### src/rtl/alu_serial.sv
// Bit-serial WIDTH-bit ALU. Operands are consumed LSB first, one bit per clock,
// with a single registered carry and a Start/Busy/Done handshake.
module alu_serial #(
  parameter int WIDTH = 8
) (
  input  logic             CLK,
  input  logic             RST_N,
  input  logic             Start,
  input  logic [2:0]       Mode,
  input  logic [WIDTH-1:0] A,
  input  logic [WIDTH-1:0] B,
  input  logic             C_in,
  output logic             Busy,
  output logic             Done,
  output logic [WIDTH-1:0] X,
  output logic             C_out,
  output logic             V,
  output logic             Zero,
  output logic             Err
);

  localparam int CW = (WIDTH > 1) ? $clog2(WIDTH) : 1;
  localparam logic [CW-1:0] LAST_BIT = CW'(WIDTH - 1);

  localparam logic [2:0] M_ADD  = 3'b000;
  localparam logic [2:0] M_AND  = 3'b001;
  localparam logic [2:0] M_OR   = 3'b010;
  localparam logic [2:0] M_XOR  = 3'b011;
  localparam logic [2:0] M_XNOR = 3'b100;
  localparam logic [2:0] M_SUB  = 3'b101;

  typedef enum logic [1:0] {S_IDLE, S_RUN, S_DONE} state_t;

  state_t state_reg, state_next;

  logic [WIDTH-1:0] a_reg, b_reg, res_reg, res_next;
  logic [2:0]       mode_reg;
  logic             carry_reg, carry_next, bit_next;
  logic [CW-1:0]    cnt_reg;
  logic [WIDTH-1:0] x_reg;
  logic             c_out_reg, v_reg, zero_reg, err_reg;
  logic             is_arith, is_reserved;

  // State register
  always_ff @(posedge CLK) begin
    if (!RST_N) state_reg <= S_IDLE;
    else        state_reg <= state_next;
  end

  // Next-state logic
  always_comb begin
    state_next = state_reg;
    case (state_reg)
      S_IDLE:  if (Start) state_next = S_RUN;
      S_RUN:   if (cnt_reg == LAST_BIT) state_next = S_DONE;
      S_DONE:  state_next = S_IDLE;
      default: state_next = S_IDLE;
    endcase
  end

  // Handshake outputs decoded from state
  always_comb begin
    Busy = 1'b0;
    Done = 1'b0;
    case (state_reg)
      S_RUN:   Busy = 1'b1;
      S_DONE:  Done = 1'b1;
      default: ;
    endcase
  end

  // One bit of the operation; logic modes never propagate a carry
  always_comb begin
    bit_next   = 1'b0;
    carry_next = 1'b0;
    case (mode_reg)
      M_ADD, M_SUB: begin
        bit_next   = a_reg[0] ^ b_reg[0] ^ carry_reg;
        carry_next = (a_reg[0] & b_reg[0]) | (carry_reg & (a_reg[0] ^ b_reg[0]));
      end
      M_AND:   bit_next = a_reg[0] & b_reg[0];
      M_OR:    bit_next = a_reg[0] | b_reg[0];
      M_XOR:   bit_next = a_reg[0] ^ b_reg[0];
      M_XNOR:  bit_next = ~(a_reg[0] ^ b_reg[0]);
      default: ;
    endcase
  end

  assign res_next    = {bit_next, res_reg[WIDTH-1:1]};
  assign is_arith    = (mode_reg == M_ADD) || (mode_reg == M_SUB);
  assign is_reserved = mode_reg[2] & mode_reg[1];

  always_ff @(posedge CLK) begin
    if (!RST_N) begin
      a_reg     <= '0;
      b_reg     <= '0;
      res_reg   <= '0;
      mode_reg  <= '0;
      carry_reg <= 1'b0;
      cnt_reg   <= '0;
      x_reg     <= '0;
      c_out_reg <= 1'b0;
      v_reg     <= 1'b0;
      zero_reg  <= 1'b0;
      err_reg   <= 1'b0;
    end else begin
      case (state_reg)
        S_IDLE: begin
          if (Start) begin
            // SUB is A + ~B + 1: invert B here and seed the carry with 1
            a_reg     <= A;
            b_reg     <= (Mode == M_SUB) ? ~B : B;
            mode_reg  <= Mode;
            carry_reg <= (Mode == M_ADD) ? C_in : (Mode == M_SUB);
            cnt_reg   <= '0;
            res_reg   <= '0;
          end
        end
        S_RUN: begin
          a_reg     <= a_reg >> 1;
          b_reg     <= b_reg >> 1;
          res_reg   <= res_next;
          carry_reg <= carry_next;
          if (cnt_reg != LAST_BIT) begin
            cnt_reg <= cnt_reg + CW'(1);
          end else begin
            // Reserved modes report X=0; Zero still tracks the published X
            x_reg     <= is_reserved ? '0 : res_next;
            c_out_reg <= is_arith & carry_next;
            v_reg     <= is_arith & (carry_reg ^ carry_next);
            zero_reg  <= is_reserved ? 1'b1 : (res_next == '0);
            err_reg   <= is_reserved;
          end
        end
        default: ;
      endcase
    end
  end

  assign X     = x_reg;
  assign C_out = c_out_reg;
  assign V     = v_reg;
  assign Zero  = zero_reg;
  assign Err   = err_reg;

endmodule

### config.mk
export PLATFORM = sky130hd
export DESIGN_NAME = alu_serial
export DESIGN_NICKNAME = d
export VERILOG_FILES = /design/src/rtl/alu_serial.sv
export SDC_FILE = /design/constraint.sdc
export NUM_CORES = 1
export LEC_CHECK = 0
export ABC_AREA = 1
export BUFFER_PORTS_ARGS = -buffer_cell sky130_fd_sc_hd__buf_2
export CAP_MARGIN = 20
export CORE_UTILIZATION = 40
export CTS_BUF_LIST = sky130_fd_sc_hd__clkbuf_8
export DETAILED_ROUTE_END_ITERATION = 10
export PLACE_DENSITY = 0.62
export SLEW_MARGIN = 20
export SYNTH_ARGS = -nofsm -noshare
export SYNTH_HDL_FRONTEND = slang
export SYNTH_SLANG_ARGS = --single-unit
### constraint.sdc
create_clock -name CLK -period 1.8 [get_ports CLK]
set_input_delay 0.36 -clock CLK [delete_from_list [all_inputs] [get_ports CLK]]
set_output_delay 0.36 -clock CLK [all_outputs]
set_load 0.005 [all_outputs]
# After elaboration in Yosys (flattened, before gate mapping)
# Cells that the tools add are included.
[totals]
reg_bits = 45
out_inout_bits = 14
wordCells = 73
[classes]
addsub = 1
eq_ne = 13
muxes = 22
bitwise = 13
reduce_logical = 12
[op_table]
columns = ["cell", "count"]
rows = [
  ["$pmux 8 s2", 3],
  ["$mux 8", 5],
  ["$eq 3x3->1 const B", 4],
  ["$logic_not 8->1", 1],
  ["$not 8->8", 1],
  ["$reduce_and 2->1", 4],
  ["$eq 3x2->1 const B", 2],
  ["$logic_not 3->1", 2],
  ["$mux 1", 6],
  ["$mux 3", 2],
  ["$ne 2x2->1 const B", 3],
  ["$pmux 3 s2", 1],
  ["$and 1x1->1", 5],
  ["$pmux 1 s5", 1],
  ["$mux 2", 2],
  ["$pmux 2 s2", 1],
  ["$add 3x1->3 const B", 1],
  ["$eq 3x1->1 const B", 1],
  ["$ne 3x3->1 const B", 1],
  ["$reduce_and 3->1", 1],
  ["$xor 1x1->1", 3],
  ["$eq 2x1->1 const B", 1],
  ["$eq 2x2->1 const B", 1],
  ["$logic_not 2->1", 1],
  ["6 further kinds", 8],
]

# Depth between registers and ports, before layout
[depth]
word_depth = 6
mapped_depth = 10
mapped_depth_nobuf = 10

# Worst setup path before layout
# Ideal clock, no wire load.
[synth_timing]
path_type = "reg-to-reg"
from = "register a_reg[0]"
to = "register res_reg[7]"
setup_time_ps = 132
t_arrival_ps = 1292
required_time_ps = 1668
slack_ps = 376
path_stages_with_launch = 8
n_path_buf = 0
synth_period_minus_slack_ps = 1424
cell_sequence = "dfxtp_1 inv_1 fa_1 inv_1 a21oi_1 nand2_1 nand2_1 a21oi_1"
[synth_between]
elab_chain_len = 4
elab_cells_between_ends = 7
classes_between = "2 x mux; 5 x bitwise"
[synth_rtl]
columns = ["item", "line_no", "text"]
rows = [
  ["start: declaration", "36", "logic [WIDTH-1:0] a_reg, b_reg, res_reg, res_next;"],
  ["start signal: assignment", "120", "a_reg <= a_reg >> 1;"],
  ["$xor 1x1->1", "78, 83, 84", ""],
  ["$xor 1x1->1 or $not 1->1 (tied branches)", "78, 84", ""],
  ["$pmux 1 s5 *", "76", "case (mode_reg)"],
  ["$pmux 8 s2 *", "107", "case (state_reg)"],
  ["end signal: assignment", "122", "res_reg <= res_next;"],
  ["end: declaration", "36", ""],
]
# Every way passes the cells marked *; elsewhere a longest branch is shown, timed or not.
# A chain may end at the register's enable or synchronous reset.

# Worst setup path after layout
[layout_timing]
from = "register state_reg[0]"
to = "output Busy"
[layout_between]
elab_chain_len = 2
[layout_rtl]
columns = ["item", "line_no", "text"]
rows = [
  ["start: declaration", "34", "state_t state_reg, state_next;"],
  ["start signal: assignment", "47", "else state_reg <= state_next;"],
  ["$eq 2x1->1", "65", "case (state_reg)"],
  ["$mux 1", "65", ""],
  ["end: declaration", "13", "output logic Busy,"],
]
# Every way passes these cells.

==> Implementation_results.wiki <==
{| class="wikitable"
! Metric !! Value
|-
| Worst EP arrival || 1.19 ns
|-
| Design area || 2280 sq um
|-
| DR vias || 1721
|-
| Antenna violations before repair || 0
|-
| Final worst slack || 0.254 ns
|-
| Synthesis Warnings || 0
|-
| Top-level port count || 37
|-
| Total of flip-flops plus latches after synthesis || 44
|-
| Aggregate routed wire length || 4290 um
|-
| Worst setup timing slack at the placement stage || 0.290 ns
|-
| Post-CTS Resized || 0
|-
| Final period demand of the worst path || 1.55 ns
|-
| Buffer type at the clock tree root || sky130_fd_sc_hd__clkbuf_8
|-
| Cell count after placement || 349
|-
| Average vias per placed instance || 4.82
|-
| Net switching share of the total power || 0.265
|-
| Buffers from clock root to sink, at most || 2
|-
| Number of clock sinks || 44
|-
| Worst path buffer plus inverter count || 2
|-
| Family of cells with the greatest summed delay on the critical path || flip-flops
|-
| Core area || 4720 sq um
|-
| Critical-path cell list || inv_2, nor2_4, buf_2
|-
| Fmax achieved || 647 MHz
|-
| Number of nets with antenna violations after routing || 0
|-
| Net Sw Power || 514 uW
|-
| Pint || 1430 uW
|-
| Number of endpoints failing setup at the final stage || 0
|-
| Leading post-synthesis cells by cell area || sky130_fd_sc_hd__dfxtp_1 (45%), sky130_fd_sc_hd__nand2_1 (12%), sky130_fd_sc_hd__a21oi_1 (9.0%)
|-
| Clock network fraction of design power || 0.327
|-
| Final number of hold-violating endpoints || 0
|-
| Most common library cell in the layout ignoring fill and taps || sky130_fd_sc_hd__nand2_1
|-
| RePlAce Congestion || 0.745
|-
| Crit path max-delay cell type || sky130_fd_sc_hd__dfxtp_1
|-
| Initial standard-cell utilization of the core || 0.414
|-
| Part of the power in combinational logic || 0.134
|-
| Overall fraction of global-route tracks in use || 0.179
|-
| Cell type contributing the most total cell area after synthesis || sky130_fd_sc_hd__dfxtp_1
|-
| Largest net degree at the start of global routing || 23
|-
| Critical path endpoint category || output port
|-
| Syn Nets || 280
|-
| RSZ-0062 raised after global routing || no
|-
| Cts hold-fix bufs || 0
|-
| Row count || 25
|-
| Chip Width || 71.9 um
|-
| Overall power after layout || 1940 uW
|-
| Count of input and output buffers || 36
|-
| Via count of the first global-routing pass || 1606
|-
| Type of the worst setup path || flop to output port
|-
| Maximum clock skew at final layout || 0.00777 ns
|-
| Accumulated negative setup slack || 0 ns
|-
| Number of pins with negative max-slew slack in the final report || 0
|-
| Instance area after placement || 2190 sq um
|-
| Type of origin of the critical path || flop
|-
| Overall die area || 5170 sq um
|-
| Leading cell types in the layout, fill and taps excluded || sky130_fd_sc_hd__nand2_1 (64), sky130_fd_sc_hd__dfxtp_1 (44), sky130_fd_sc_hd__buf_2 (36)
|-
| Yosys top cell area share || 0.450
|-
| Iter 0 DRT Violations || 114
|-
| Delay of the slowest critical-path stage || 0.35 ns
|-
| Slew at the pin with the worst max-slew slack || 0.377 ns
|-
| First-pass GRT wire length || 7210 um
|-
| Hold WC Path Type || input port to flop
|-
| Sequential Power Share || 0.539
|-
| Sum of net half-perimeters after detailed placement || 3030 um
|-
| Power density relative to cell area || 850 nW/um^2
|-
| Number of antenna diodes || 0
|-
| Ratio of cells with drive above 1 in the final layout || 0.214
|-
| Peak supply drop || 0.344 mV
|-
| Post-synthesis cell type count || 24
|-
| Fillers || 463
|-
| Post-layout nets || 317
|-
| Pre-Repair DR Iteration Count || 4
|-
| Clock transition time at the flip-flop clock pins of the worst setup and hold paths || 0.07 ns
|-
| Result of the run || completed
|-
| Setup Fix Bufs, Post-CTS || 0
|-
| Synthesis-to-layout area growth || 16.6%
|-
| Post-Synthesis Mean Instance Area || 7.76 sq um
|-
| Final non-filler cell total || 357
|-
| Cell area after technology mapping || 1960 sq um
|-
| DRC errors left || 0
|-
| Drt wl/cell || 12.0 um
|-
| CTS tree || built
|-
| Maximum fanout along the worst path || 11
|-
| CP required || 1.44 ns
|-
| Leakage power || 0.000973 uW
|-
| GRT Residual Overflow || 0
|-
| Share of the clock period used by the worst path after layout || 0.859
|-
| Die outline height || 71.9 um
|-
| Maximum capacitance violations || 0
|-
| Normalized max-slew margin || 0.748
|-
| Sequential area share after synthesis || 0.450
|-
| Synthesized netlist cell count || 252
|-
| Num CTS Buffers || 5
|-
| Clk_lat worst skew || 0.29 ns
|-
| Number of H-tree levels || 2
|}
[cell type report]
cell class                      count  area (sq um)  share of cell area
Multi-Input combinational cell    172           908               0.398
Sequential cell                    44           881               0.386
Timing Repair Buffer               42           225              0.0987
Inverter                           24          90.1              0.0395
Tap cell                           67          83.8              0.0368
Clock buffer                        6          82.6              0.0362
Clock inverter                      2          10.0             0.00439
[metrics by stage]
step | hold WS, ns | util
6_report | 0.325 | 0.483
5_1_grt | 0.329 | 0.483
4_1_cts | 0.315 | 0.483
3_5_place_dp | 0.438 | 0.463
3_3_place_gp | 0.435 | 0.463
2_1_floorplan | 0.424 | -
[path summary, 6_finish.rpt]
path	start	endpoint	slack, ns	cells after the start
setup / recovery	state_reg[0]$_SDFFE_PN0P_	Busy	0.25	3
hold / removal	A[7]	a_reg[7]$_SDFFE_PN0P_	0.32	3
setup reg to reg	a_reg[0]$_SDFFE_PN0P_	res_reg[7]$_SDFFE_PN0P_	0.30	7
hold reg to reg	a_reg[2]$_SDFFE_PN0P_	a_reg[2]$_SDFFE_PN0P_	0.45	2
[routing by layer]
metal  part of all wire  vias to the layer above  global-route usage
met5                  0                        -                   0
met4              0.014                        0              0.0719
met3              0.032                        4              0.0389
met2               0.45                       27               0.283
met1               0.51                      791               0.240
li1                   -                      899                   -
[power by group through the flow]
stage               logic (uW)  registers, uW  clock network, uW
floorplan                  189           1060                  0
global placement           259           1070                  0
detailed placement         262           1070                  0
CTS                        263           1040                651
global route               300           1050                690
finish                     261           1040                634
[cell families after synthesis]
family | after synthesis | synth area share
XOR/XNOR | 9 | 0.0403
flip-flops | 44 | 0.450
AO/OA/AOI/OAI | 58 | 0.166
AND/OR/NAND/NOR | 100 | 0.222
buffers and inverters | 36 | 0.0851
adder cells (fa/ha/maj) | 5 | 0.0358
[synthesized netlist by cell type (all sizes together)]
library cell  number
nand3             15
buf                8
xor2               1
dfxtp             44
a31oi              8
a22oi              1
inv               24
xnor2              8
o221ai             6
nand2             65
a21oi             35
ha                 4
nand4              1
clkbuf             4
o21ai              8
nor2              19
fa                 1
[tightest hold or removal path, stage by stage]
cell                      delay, ns
sky130_fd_sc_hd__buf_2         0.09
sky130_fd_sc_hd__nand2_1       0.05
sky130_fd_sc_hd__a21oi_1       0.06
No activity file was read; power rests on OpenSTA's default activity.
